### config.mk
export PLATFORM = sky130hd
export DESIGN_NAME = result_wr_arbiter_flat
export DESIGN_NICKNAME = d
export VERILOG_FILES = /design/src/rtl/result_wr_arbiter_if.sv /design/src/rtl/result_wr_arbiter.sv /design/src/flat_wrapper.sv
export SDC_FILE = /design/constraint.sdc
export NUM_CORES = 1
export LEC_CHECK = 0
export CELL_PAD_IN_SITES_DETAIL_PLACEMENT = 1
export CELL_PAD_IN_SITES_GLOBAL_PLACEMENT = 2
export CORE_MARGIN = 1
export CORE_UTILIZATION = 24
export CTS_BUF_LIST = sky130_fd_sc_hd__clkbuf_16
export CTS_CLUSTER_DIAMETER = 50
export DETAILED_ROUTE_END_ITERATION = 6
export PLACE_DENSITY_LB_ADDON = 0.1
export SLEW_MARGIN = 20
export SYNTH_ARGS = -nofsm -noshare
export SYNTH_HDL_FRONTEND = slang
export SYNTH_SLANG_ARGS = --single-unit
export TNS_END_PERCENT = 10
### constraint.sdc
create_clock -name clk -period 4 [get_ports clk]
set_input_delay 0.6 -clock clk [delete_from_list [all_inputs] [get_ports clk]]
set_output_delay 0.6 -clock clk [all_outputs]
set_load 0.005 [all_outputs]
### src/rtl/result_wr_arbiter_if.sv
// Write-port bundle shared by the three MFCC result writers and the arbiter.
// The slave modport is the arbiter's view; the master modport is the requester/memory side.
interface result_wr_arbiter_if #(
  parameter int ADDR_WIDTH_14 = 14,
  parameter int DATA_WIDTH    = 16
);
  logic                     en_req;
  logic [ADDR_WIDTH_14-1:0] en_addr;
  logic [DATA_WIDTH-1:0]    en_data;
  logic                     en_last;
  logic                     cep_req;
  logic [ADDR_WIDTH_14-1:0] cep_addr;
  logic [DATA_WIDTH-1:0]    cep_data;
  logic                     cep_last;
  logic                     dl_req;
  logic [ADDR_WIDTH_14-1:0] dl_addr;
  logic [DATA_WIDTH-1:0]    dl_data;
  logic                     dl_last;
  logic                     en_gnt;
  logic                     cep_gnt;
  logic                     dl_gnt;
  logic                     result_mem_we;
  logic [ADDR_WIDTH_14-1:0] result_mem_addr;
  logic [DATA_WIDTH-1:0]    result_mem_data;
  logic                     busy;
  logic                     burst_err;

  modport slave (
    input  en_req, en_addr, en_data, en_last,
    input  cep_req, cep_addr, cep_data, cep_last,
    input  dl_req, dl_addr, dl_data, dl_last,
    output en_gnt, cep_gnt, dl_gnt,
    output result_mem_we, result_mem_addr, result_mem_data,
    output busy, burst_err
  );

  modport master (
    output en_req, en_addr, en_data, en_last,
    output cep_req, cep_addr, cep_data, cep_last,
    output dl_req, dl_addr, dl_data, dl_last,
    input  en_gnt, cep_gnt, dl_gnt,
    input  result_mem_we, result_mem_addr, result_mem_data,
    input  busy, burst_err
  );
endinterface

### src/rtl/result_wr_arbiter.sv
// Round-robin owner of the MFCC result memory write port: energy(0), cepstral(1), delta(2).
// Locked bursts, registered write port, forced release with burst_err after MAX_BURST beats.
//
//   state | meaning
//   IDLE  | no owner; pick next requester at/after rr_ptr
//   GRANT | owner locked; each req cycle is a beat written one cycle later
module result_wr_arbiter #(
  parameter int ADDR_WIDTH_14 = 14,
  parameter int DATA_WIDTH    = 16,
  parameter int MAX_BURST     = 128,
  parameter int BCNT_W        = 8
) (
  input  logic                clk,
  input  logic                rst_n,
  result_wr_arbiter_if.slave  bus
);

  typedef enum logic {IDLE, GRANT} state_t;

  state_t                   r_state, w_state_nxt;
  logic [1:0]               r_owner, w_owner_nxt;
  logic [1:0]               r_rr_ptr, w_rr_ptr_nxt;
  logic [BCNT_W-1:0]        r_bcnt, w_bcnt_nxt;
  logic [2:0]               r_gnt, w_gnt_nxt;
  logic                     r_we, w_we_nxt;
  logic [ADDR_WIDTH_14-1:0] r_addr, w_addr_nxt;
  logic [DATA_WIDTH-1:0]    r_data, w_data_nxt;
  logic                     r_err, w_err_nxt;

  logic [2:0]               w_req;
  logic [1:0]               w_pick;
  logic                     w_own_req;
  logic                     w_own_last;
  logic [ADDR_WIDTH_14-1:0] w_own_addr;
  logic [DATA_WIDTH-1:0]    w_own_data;
  logic                     w_burst_full;

  assign w_req        = {bus.dl_req, bus.cep_req, bus.en_req};
  assign w_burst_full = (r_bcnt == BCNT_W'(MAX_BURST - 1));

  always_comb begin
    w_pick = 2'd0;
    case (r_rr_ptr)
      2'd1: begin
        if (w_req[1])      w_pick = 2'd1;
        else if (w_req[2]) w_pick = 2'd2;
        else               w_pick = 2'd0;
      end
      2'd2: begin
        if (w_req[2])      w_pick = 2'd2;
        else if (w_req[0]) w_pick = 2'd0;
        else               w_pick = 2'd1;
      end
      default: begin
        if (w_req[0])      w_pick = 2'd0;
        else if (w_req[1]) w_pick = 2'd1;
        else               w_pick = 2'd2;
      end
    endcase
  end

  always_comb begin
    w_own_req  = bus.dl_req;
    w_own_last = bus.dl_last;
    w_own_addr = bus.dl_addr;
    w_own_data = bus.dl_data;
    case (r_owner)
      2'd0: begin
        w_own_req  = bus.en_req;
        w_own_last = bus.en_last;
        w_own_addr = bus.en_addr;
        w_own_data = bus.en_data;
      end
      2'd1: begin
        w_own_req  = bus.cep_req;
        w_own_last = bus.cep_last;
        w_own_addr = bus.cep_addr;
        w_own_data = bus.cep_data;
      end
      default: ;
    endcase
  end

  always_comb begin
    w_state_nxt  = r_state;
    w_owner_nxt  = r_owner;
    w_rr_ptr_nxt = r_rr_ptr;
    w_bcnt_nxt   = r_bcnt;
    w_gnt_nxt    = r_gnt;
    w_we_nxt     = 1'b0;
    w_addr_nxt   = r_addr;
    w_data_nxt   = r_data;
    w_err_nxt    = 1'b0;
    case (r_state)
      IDLE: begin
        if (|w_req) begin
          w_state_nxt = GRANT;
          w_owner_nxt = w_pick;
          w_gnt_nxt   = 3'b001 << w_pick;
          w_bcnt_nxt  = '0;
        end
      end
      GRANT: begin
        if (w_own_req) begin
          w_we_nxt   = 1'b1;
          w_addr_nxt = w_own_addr;
          w_data_nxt = w_own_data;
          // Release on last, or forced on the final allowed beat.
          if (w_own_last || w_burst_full) begin
            w_state_nxt  = IDLE;
            w_gnt_nxt    = 3'b000;
            w_bcnt_nxt   = '0;
            w_rr_ptr_nxt = (r_owner == 2'd2) ? 2'd0 : r_owner + 2'd1;
            w_err_nxt    = ~w_own_last;
          end else begin
            w_bcnt_nxt = r_bcnt + 1'b1;
          end
        end
      end
      default: w_state_nxt = IDLE;
    endcase
  end

  always_ff @(posedge clk or negedge rst_n) begin
    if (!rst_n) begin
      r_state  <= IDLE;
      r_owner  <= 2'd0;
      r_rr_ptr <= 2'd0;
      r_bcnt   <= '0;
      r_gnt    <= 3'b000;
      r_we     <= 1'b0;
      r_addr   <= '0;
      r_data   <= '0;
      r_err    <= 1'b0;
    end else begin
      r_state  <= w_state_nxt;
      r_owner  <= w_owner_nxt;
      r_rr_ptr <= w_rr_ptr_nxt;
      r_bcnt   <= w_bcnt_nxt;
      r_gnt    <= w_gnt_nxt;
      r_we     <= w_we_nxt;
      r_addr   <= w_addr_nxt;
      r_data   <= w_data_nxt;
      r_err    <= w_err_nxt;
    end
  end

  assign bus.en_gnt          = r_gnt[0];
  assign bus.cep_gnt         = r_gnt[1];
  assign bus.dl_gnt          = r_gnt[2];
  assign bus.result_mem_we   = r_we;
  assign bus.result_mem_addr = r_addr;
  assign bus.result_mem_data = r_data;
  assign bus.busy            = (r_state == GRANT);
  assign bus.burst_err       = r_err;

endmodule

### src/flat_wrapper.sv
// flat-port wrapper written by rule: the top's interface ports become plain ports
module result_wr_arbiter_flat 
#(
  parameter int ADDR_WIDTH_14 = 14,
  parameter int DATA_WIDTH    = 16,
  parameter int MAX_BURST     = 128,
  parameter int BCNT_W        = 8
)
  (clk, rst_n, bus_en_req, bus_en_addr, bus_en_data, bus_en_last, bus_cep_req, bus_cep_addr, bus_cep_data, bus_cep_last, bus_dl_req, bus_dl_addr, bus_dl_data, bus_dl_last, bus_en_gnt, bus_cep_gnt, bus_dl_gnt, bus_result_mem_we, bus_result_mem_addr, bus_result_mem_data, bus_busy, bus_burst_err);
  result_wr_arbiter_if #(.ADDR_WIDTH_14(ADDR_WIDTH_14), .DATA_WIDTH(DATA_WIDTH)) bus_i ();
  input  logic clk;
  input  logic rst_n;
  input wire logic [$bits(bus_i.en_req)-1:0] bus_en_req;
  input wire logic [$bits(bus_i.en_addr)-1:0] bus_en_addr;
  input wire logic [$bits(bus_i.en_data)-1:0] bus_en_data;
  input wire logic [$bits(bus_i.en_last)-1:0] bus_en_last;
  input wire logic [$bits(bus_i.cep_req)-1:0] bus_cep_req;
  input wire logic [$bits(bus_i.cep_addr)-1:0] bus_cep_addr;
  input wire logic [$bits(bus_i.cep_data)-1:0] bus_cep_data;
  input wire logic [$bits(bus_i.cep_last)-1:0] bus_cep_last;
  input wire logic [$bits(bus_i.dl_req)-1:0] bus_dl_req;
  input wire logic [$bits(bus_i.dl_addr)-1:0] bus_dl_addr;
  input wire logic [$bits(bus_i.dl_data)-1:0] bus_dl_data;
  input wire logic [$bits(bus_i.dl_last)-1:0] bus_dl_last;
  output wire logic [$bits(bus_i.en_gnt)-1:0] bus_en_gnt;
  output wire logic [$bits(bus_i.cep_gnt)-1:0] bus_cep_gnt;
  output wire logic [$bits(bus_i.dl_gnt)-1:0] bus_dl_gnt;
  output wire logic [$bits(bus_i.result_mem_we)-1:0] bus_result_mem_we;
  output wire logic [$bits(bus_i.result_mem_addr)-1:0] bus_result_mem_addr;
  output wire logic [$bits(bus_i.result_mem_data)-1:0] bus_result_mem_data;
  output wire logic [$bits(bus_i.busy)-1:0] bus_busy;
  output wire logic [$bits(bus_i.burst_err)-1:0] bus_burst_err;
  assign bus_i.en_req = bus_en_req;
  assign bus_i.en_addr = bus_en_addr;
  assign bus_i.en_data = bus_en_data;
  assign bus_i.en_last = bus_en_last;
  assign bus_i.cep_req = bus_cep_req;
  assign bus_i.cep_addr = bus_cep_addr;
  assign bus_i.cep_data = bus_cep_data;
  assign bus_i.cep_last = bus_cep_last;
  assign bus_i.dl_req = bus_dl_req;
  assign bus_i.dl_addr = bus_dl_addr;
  assign bus_i.dl_data = bus_dl_data;
  assign bus_i.dl_last = bus_dl_last;
  assign bus_en_gnt = bus_i.en_gnt;
  assign bus_cep_gnt = bus_i.cep_gnt;
  assign bus_dl_gnt = bus_i.dl_gnt;
  assign bus_result_mem_we = bus_i.result_mem_we;
  assign bus_result_mem_addr = bus_i.result_mem_addr;
  assign bus_result_mem_data = bus_i.result_mem_data;
  assign bus_busy = bus_i.busy;
  assign bus_burst_err = bus_i.burst_err;
  result_wr_arbiter #(.ADDR_WIDTH_14(ADDR_WIDTH_14), .DATA_WIDTH(DATA_WIDTH), .MAX_BURST(MAX_BURST), .BCNT_W(BCNT_W)) u_core (.clk(clk), .rst_n(rst_n), .bus(bus_i));
endmodule
### After elaboration in Yosys (flattened, before gate mapping)

Cells that the tools add are included.

* bits in registers: 48
* bits in latches: 0
* memory bits (writable): 0
* bits in read-only memories: 0
* input port bits: 98
* output and inout bits: 36
* logic and storage cells: 59
* memories: 0

* add/sub/neg operators: 2
* multiply operators: 0
* divide/modulo/power cells: 0
* order comparisons: 0
* equal/unequal tests: 8
* shifts and indexed selects: 1
* muxes and demuxes: 29
* bitwise gates (word level): 2
* reduce and logical (&&, ||, !) cells: 8

Operators with widths (number)
* case mux 16 bit (2 select lines): 1
* case mux 14 bit (2 select lines): 1
* 2-to-1 mux 8 bit: 3
* case mux 8 bit (2 select lines): 1
* 2-to-1 mux 2 bit: 6
* 2-to-1 mux 1 bit: 9
* 2-to-1 mux 3 bit: 3
* adder 8 x 1 -> 8 bit, second input constant: 1
* equality test 8 x 7 -> 1 bit, second input constant: 1
* case mux 1 bit (2 select lines): 3
* case mux 3 bit (2 select lines): 1
* AND reduction 2 bit: 3
* AND reduction 3 bit: 2
* equality test 2 x 1 -> 1 bit, second input constant: 2
* equality test 2 bit, second input constant: 2
* != test 2 bit, second input constant: 2
* case mux 2 bit (2 select lines): 1
* OR reduction 3 bit: 1
* left shift 1 x 2 -> 3 bit, first input constant: 1
* adder 2 x 1 -> 2 bit, second input constant: 1
* zero test 2 bit: 1
* != test 2 x 1 -> 1 bit, second input constant: 1
* NOT 1 bit: 2
* logical OR 1 bit: 1

### Logic depth before layout (Yosys ltp)

Gate-level depths: netlist of run 1.

* depth after elaboration: 6
* mapped depth: 6
* depth with buffers taken out: 6

### Worst setup path before layout of run 1

OpenSTA, ideal clock, no wires.

* path kind: flip-flop to flip-flop
* start: reg u_core.r_bcnt[0]
* end: reg u_core.r_rr_ptr[0]
* library setup time: 125 ps
* arrival time: 1886 ps
* data required time: 3875 ps
* slack: 1990 ps
* cell stages (with the launch flop): 7
* buffers on the path: 1
* clock period less this slack: 2010 ps
* path through: dfrtp_1 ha_1 nand3_1 or4b_1 clkbuf_1 a21oi_2 mux2_2

* word-level cells in the longest chain between the ends: 3

RTL lines
* from (decl): RTL line result_wr_arbiter.sv:23 `logic [BCNT_W-1:0] r_bcnt, w_bcnt_nxt;`
* from (signal assigned): RTL line result_wr_arbiter.sv:139 `r_bcnt <= w_bcnt_nxt;`
* equality test 8 x 7 -> 1 bit: RTL line result_wr_arbiter.sv:39 `assign w_burst_full = (r_bcnt == BCNT_W'(MAX_BURST - 1));`
* logical OR 1 bit: RTL line result_wr_arbiter.sv:109 `if (w_own_last || w_burst_full) begin`
* AND reduction 3 bit (no line)
* to (signal assigned): RTL line result_wr_arbiter.sv:138 `r_rr_ptr <= w_rr_ptr_nxt;`
* to (decl): RTL line result_wr_arbiter.sv:22 `logic [1:0] r_rr_ptr, w_rr_ptr_nxt;`

Every way passes these cells.
A chain may end at the register's enable or synchronous reset.

### Worst setup path after layout of run 1

* start: in bus_dl_req
* end: reg u_core.r_bcnt[5]

* word-level cells in the longest chain between the ends: 3

RTL lines
* from (decl): RTL line flat_wrapper.sv:21 `input wire logic [$bits(bus_i.dl_req)-1:0] bus_dl_req;`
* case mux 1 bit (2 select lines) / OR reduction 3 bit (equally long branches): RTL line result_wr_arbiter.sv:67, result_wr_arbiter.sv:96
* != test 2 bit (no line) / != test 2 x 1 -> 1 bit (equally long branches)
* AND reduction 2 bit (no line) *

Mark *: on every way between the ends. The rest lies on a longest branch, timed or not.

==> flow_metrics.env, run 1 <==
export IMPL_finalSetupViolCount=0
export IMPL_dieArea_mm2=0.0115
export IMPL_num_rows=38
export IMPL_grt_setup_unrepaired="false"
export IMPL_grt_use_met1_pct=17.5
export IMPL_grt_max_degree=48
export IMPL_crit_required_ps=4210
export IMPL_grt_pass1_wl_um=13300
export IMPL_grtUsageMet2_pct=25.5
export IMPL_hold_viol_final=0
export IMPL_hp_class="input port to async pin"
export IMPL_worstPathArrival_ps=2580
export IMPL_crit_type="input port to register"
export IMPL_syn_inst=304
export IMPL_yosys_warnings=0
export IMPL_post_cts_buffers=0
export IMPL_clk_latency_ps=290
export IMPL_violations="DRC"
export IMPL_htreeDepth=2
export IMPL_antenna_found_initial=0
export IMPL_initial_core_util_pct=24.6
export IMPL_cts_tree="built"
export IMPL_grt_pass1_vias=2689
export IMPL_grt_ovfl_total=0
export IMPL_fin_setup_tns_ps=0
export IMPL_slew_violations=0
export IMPL_nets=529
export IMPL_maxCapViolCount=0
export IMPL_p_leak_nw=1.82
export IMPL_fin_crit_sh_pct=59.2
export IMPL_grt_busiest_layer="met2"
export IMPL_grt_use_met3_pct=5.21
export IMPL_cts_hold_buffers=0
export IMPL_antenna_left=0
export IMPL_routabilityCongestion=0.739
export IMPL_finalWirelength_um=8260
export IMPL_post_synth_cell_area_avg_um2=8.77
export IMPL_placed_cell_area_mm2=0.00411
export IMPL_fp_dieW_um=107
export IMPL_fillers=1263
export IMPL_total_power_mw=2.74
export IMPL_crit_fanout=10
export IMPL_p_per_area_mw_per_mm2=641
export IMPL_syn_area_mm2=0.00267
export IMPL_clk_pin_slew_worst_paths_ps=60
export IMPL_maxSlewHeadroom_pct=61.5
export IMPL_synth_seq_cells=48
export IMPL_core_area_mm2=0.0108
export IMPL_status="complete, but fails checks"
export IMPL_stdcell_area_mm2=0.00428
export IMPL_hpwl_um=6350
export IMPL_track_usage_pct=14.7
export IMPL_viasPerCell=4.58
export IMPL_diodes=0
export IMPL_cts_resized=0
export IMPL_wl_per_cell_um=14.5
export IMPL_drcViolationCount=2
export IMPL_clockBufferDepth=2
export IMPL_die_h_um=107
export IMPL_min_period_ps=2370
export IMPL_drtIter0Drc=60
export IMPL_endpoint_kind="register"
export IMPL_syn_num_nets=405
export IMPL_worstMarginPinSlew_ps=572
export IMPL_ys_types=40
export IMPL_cts_sinks=48
export IMPL_crit_path_start_kind="input port"
export IMPL_area_delta_synth_final_pct=60.5
export IMPL_root_buffer="clkbuf_16"
export IMPL_max_freq_mhz=422
export IMPL_yosysSeqAreaShare_pct=45.1
export IMPL_num_vias=2605
export IMPL_io_pins=134
export IMPL_reg2reg_slack_ps=1750
export IMPL_peakVddDrop_v=0.000276
export IMPL_firstDrtPassIters=5
export IMPL_cts_made_buffers=5
export IMPL_numPortBuffers=133
export IMPL_clock_skew_ps=3.20
export IMPL_drive_gt1_share_pct=4.20
==> through the flow <==
stage          utilization (%)  hold WS [ps]  setup slack, ps  cells
2_1_floorplan                -           304             1990    304
3_3_place_gp              38.0           461             1380    561
3_5_place_dp              38.0           469             1340    561
4_1_cts                   39.5           296             1620    569
5_1_grt                   39.5           305             1540    569
6_report                  39.5           272             1630    569
==> metal layers <==
metal	vias to the layer above	wire length (um)
li1	1303	-
met1	1227	3490
met2	70	4050
met3	5	646
met4	0	68
met5	-	0
==> cells in the final DEF, fill, tap and decap left out, types with 2 or more instances in the layout <==
master,count
clkdlybuf4s50_1,132
dfrtp_1,46
nor2_1,39
nand2_1,37
a21oi_1,37
o21ai_0,36
mux2i_1,32
inv_1,6
nand2b_1,6
clkbuf_16,5
buf_4,5
and3_1,4
nand3_1,3
a22o_1,3
ha_1,3
o211ai_1,2
nor3_1,2
nor4b_1,2
or3_1,2
o2bb2ai_1,2
a32o_1,2
dfrtp_2,2
==> flip-flops by register name, summed over array words and instances (netlist names) <==
signal	flops
u_core.bus.result_mem_data	16
u_core.r_owner	2
u_core.bus.burst_err	1
u_core.r_gnt	3
u_core.bus.result_mem_addr	14
u_core.r_bcnt	8
u_core.bus.result_mem_we	1
u_core.r_rr_ptr	2
u_core.bus.busy	1
==> cells in the mapped netlist (all sizes together) <==
cell	count	area (um^2)
a21bo	1	10.0
a21o	1	7.51
a21oi	38	194
a22o	3	26.3
a31oi	1	6.26
a32o	2	20.0
and2	1	6.26
and3	4	25.0
and3b	1	8.76
buf	8	43.8
clkbuf	13	48.8
dfrtp	48	1200
ha	3	37.5
inv	5	18.8
mux2	2	22.5
mux2i	32	320
nand2	37	139
nand2b	6	37.5
nand3	3	15.0
nand3b	1	7.51
nand4	1	6.26
nor2	39	146
nor2b	1	6.26
nor3	2	10.0
nor4	1	6.26
nor4b	2	17.5
nor4bb	1	10.0
o211a	1	10.0
o211ai	2	15.0
o21a	1	7.51
o21ai	36	180
o22ai	1	6.26
o2bb2ai	2	17.5
or3	2	12.5
or4	1	7.51
or4b	1	10.0
==> where the power goes <==
group	internal [mW]	total [mW]	switching (mW)	leakage (nW)
Clock	0.292	0.474	0.182	0.0850
Sequential	0.690	0.842	0.152	0.605
Combinational	0.731	1.43	0.697	1.13
Total	1.71	2.74	1.03	1.82
==> logic make-up (layout without fill, tap and decap cells) <==
kind of cell	after synthesis	count (layout)	synth area share, %
adders and majority gates	3	3	1.41
AOI/OAI and AO/OA	89	89	18.8
buffers and inverters	26	151	4.18
muxes	34	34	12.9
DFF	48	48	45.1
and+or+nand+nor	104	104	17.7
==> layout make-up <==
class                   count  area [um^2]  area share [%]
clock buffers               5          125            2.92
well taps                 140          175            4.09
inverters                   5         18.8           0.439
multi-input cells         230         1350            31.6
clock inverters             3         38.8           0.907
repair buffers            138         1360            31.9
flip-flops and latches     48         1200            28.1
==> worst paths after layout <==
check | start | endpoint | depth (start not counted)
max in group asynchronous | rst_n | u_core.bus.result_mem_addr[10]$_DFFE_PN0P_ | 2
worst min register to register | u_core.bus.result_mem_data[13]$_DFFE_PN0P_ | u_core.bus.result_mem_data[13]$_DFFE_PN0P_ | 2
worst min-delay path | rst_n | u_core.bus.result_mem_addr[5]$_DFFE_PN0P_ | 1
min in group clk | u_core.bus.result_mem_data[13]$_DFFE_PN0P_ | u_core.bus.result_mem_data[13]$_DFFE_PN0P_ | 2
worst max register to register | u_core.r_bcnt[0]$_DFFE_PN0P_ | u_core.r_rr_ptr[0]$_DFFE_PN0P_ | 5
worst max-delay path | bus_dl_req | u_core.r_bcnt[5]$_DFFE_PN0P_ | 5
==> worst max-delay path: stages <==
cell             delay [ps]
clkdlybuf4s50_1         570
and3b_1                 220
or4_1                   660
or3_1                   410
a21oi_1                 130
No activity file was read; power rests on OpenSTA's default activity.
==> run 2, diff against run 1 <==
- CORE_UTILIZATION: 24 -> 22
- clock period: 4 -> 2.3 ns (I/O delays scaled with it)
==> flow_metrics.env, run 2 (synthesis gave the netlist of run 1 again) <==
export IMPL_cts_tree="built"
export IMPL_slowest_stage="or4b_1"
export IMPL_p_leak_nw=1.86
export IMPL_clk_pin_slew_worst_paths_ps=70
export IMPL_crit_required_ps=2480
export IMPL_clock_skew_ps=8.83
export IMPL_maxCapViolCount=0
export IMPL_grt_setup_unrepaired="false"
export IMPL_root_buffer="clkbuf_16"
export IMPL_cts_resized=0
export IMPL_numPortBuffers=133
export IMPL_die_h_um=112
export IMPL_fillers=1369
export IMPL_finalWirelength_um=8570
export IMPL_endpoint_kind="register"
export IMPL_fin_setup_tns_ps=0
export IMPL_finalSetupViolCount=0
export IMPL_rr_startpoint="u_core.r_bcnt[0]$_DFFE_PN0P_"
export IMPL_viasPerCell=4.57
export IMPL_io_pins=134
export IMPL_grt_pass1_wl_um=14300
export IMPL_max_freq_mhz=500
export IMPL_crit_path_start_kind="register"
export IMPL_min_period_ps=2000
export IMPL_slew_violations=0
export IMPL_htreeDepth=2
export IMPL_rr_worst_depth=5
export IMPL_grt_ovfl_total=0
export IMPL_seqPwrFrac_pct=28.7
export IMPL_dieArea_mm2=0.0126
export IMPL_peakVddDrop_v=0.000428
export IMPL_switchingPower_mw=1.85
export IMPL_fin_crit_sh_pct=86.9
export IMPL_largest_reg_flops=16
export IMPL_switching_share_pct=37.5
export IMPL_wl_per_cell_um=14.8
export IMPL_antenna_found_initial=0
export IMPL_r2r_end="u_core.r_rr_ptr[0]$_DFFE_PN0P_"
export IMPL_grt_max_degree=52
export IMPL_antenna_left=0
export IMPL_drtIter0Drc=71
export IMPL_core_area_mm2=0.0116
export IMPL_diodes=0
export IMPL_hold_slack_ps=59.6
export IMPL_grt_pass1_vias=2844
export IMPL_mostFrequentLayoutCell="clkdlybuf4s50_1"
export IMPL_hpwl_um=6780
export IMPL_track_usage_pct=14.4
export IMPL_combPwrFrac_pct=54.7
export IMPL_worstMarginPinSlew_ps=606
export IMPL_cts_made_buffers=5
export IMPL_fp_dieW_um=112
export IMPL_maxSlewHeadroom_pct=59.6
export IMPL_post_cts_buffers=0
export IMPL_hold_viol_final=0
export IMPL_drive_gt1_share_pct=5.72
export IMPL_crit_fanout=4
export IMPL_area_delta_synth_final_pct=64.3
export IMPL_num_vias=2648
export IMPL_cts_sinks=48
export IMPL_max_stage_delay_ps=600
export IMPL_hp_class="input port to async pin"
export IMPL_crit_type="register to register"
export IMPL_final_cell_mix="clkdlybuf4s50_1, dfrtp_1, nor2_1"
export IMPL_clk_latency_ps=290
export IMPL_worstPathArrival_ps=2180
export IMPL_reg2reg_slack_ps=300
export IMPL_path_cells="ha_1 -> nand3_1 -> or4b_1 -> a21oi_2 -> mux2_2"
export IMPL_initial_core_util_pct=22.9
export IMPL_p_per_area_mw_per_mm2=1130
export IMPL_cts_hold_buffers=0
export IMPL_status="complete, but fails checks"
export IMPL_violations="DRC"
export IMPL_num_rows=39
export IMPL_p_clk_share_pct=16.5
export IMPL_intPower_mw=3.09
export IMPL_drcViolationCount=3
export IMPL_clockBufferDepth=2
export IMPL_nets=537
export IMPL_routabilityCongestion=0.770
export IMPL_firstDrtPassIters=6
run 2: changes by cell type in the layout (fill, tap and decap cells not counted):
cell	previous run	this run
clkinv_2	1	0
inv_1	6	5
buf_4	5	10
clkinv_1	0	2
buf_12	0	3
run 2: final cells by class:
| type | instances | area (um^2) | share of cell area (%) |
|---|---|---|---|
| multi-input cells | 230 | 1350 | 30.9 |
| flip-flops and latches | 48 | 1200 | 27.5 |
| clock inverters | 3 | 37.5 | 0.857 |
| repair buffers | 146 | 1460 | 33.4 |
| clock buffers | 5 | 125 | 2.86 |
| well taps | 143 | 179 | 4.09 |
| inverters | 5 | 18.8 | 0.429 |
run 2: how the worst max path moves through the flow:
stage	from	to	cells after the start	slack, ps
2_1_floorplan	u_core.r_bcnt[0]$_DFFE_PN0P_	u_core.r_rr_ptr[0]$_DFFE_PN0P_	6	290
6_report	u_core.r_bcnt[0]$_DFFE_PN0P_	u_core.r_rr_ptr[0]$_DFFE_PN0P_	5	300
4_1_cts	u_core.r_bcnt[0]$_DFFE_PN0P_	u_core.r_rr_ptr[0]$_DFFE_PN0P_	5	290
3_5_place_dp	bus_dl_req	u_core.r_bcnt[3]$_DFFE_PN0P_	5	0.1
3_3_place_gp	bus_dl_req	u_core.r_bcnt[3]$_DFFE_PN0P_	5	50
5_1_grt	u_core.r_bcnt[0]$_DFFE_PN0P_	u_core.r_rr_ptr[0]$_DFFE_PN0P_	5	160
run 2: power groups by stage:
| stage | clock, mW | combinational (mW) | sequential [mW] |
|---|---|---|---|
| 5_1_grt | 0.875 | 3.05 | 1.48 |
| 3_5_place_dp | 0 | 2.78 | 1.44 |
| 4_1_cts | 0.850 | 2.79 | 1.43 |
| 6_report | 0.819 | 2.71 | 1.42 |
| 3_3_place_gp | 0 | 2.76 | 1.43 |
| 2_1_floorplan | 0 | 1.48 | 1.40 |
run 2: routing by layer:
metal  wire length [um]  track usage (%)  up-vias  part of all wire [%]
met5                  0                0        -                     0
met4                 55             2.93        0                  0.64
met3                651             5.08        4                   7.6
met2               4300             25.5       66                    50
met1               3570             16.7     1247                    42
li1                   -                -     1331                     -
run 2: through the flow:
stage	setup slack [ps]	cells	util [%]	area, um^2	total power, mW
CTS	286	580	37.7	4380	5.07
detailed placement	0.122	572	36.3	4220	4.21
global route	158	580	37.7	4380	5.41
floorplan	290	304	-	2670	2.88
finish	301	580	37.7	4380	4.95
global placement	54.6	572	36.3	4220	4.18
run 2: worst max-delay path: cells and delay by family (launching register included):
kind,cells,cell delay (ps)
AND/OR/NAND/NOR,2,710
flip-flops,1,390
multiplexers,1,350
adder cells (fa/ha/maj),1,220
AO/OA/AOI/OAI,1,220
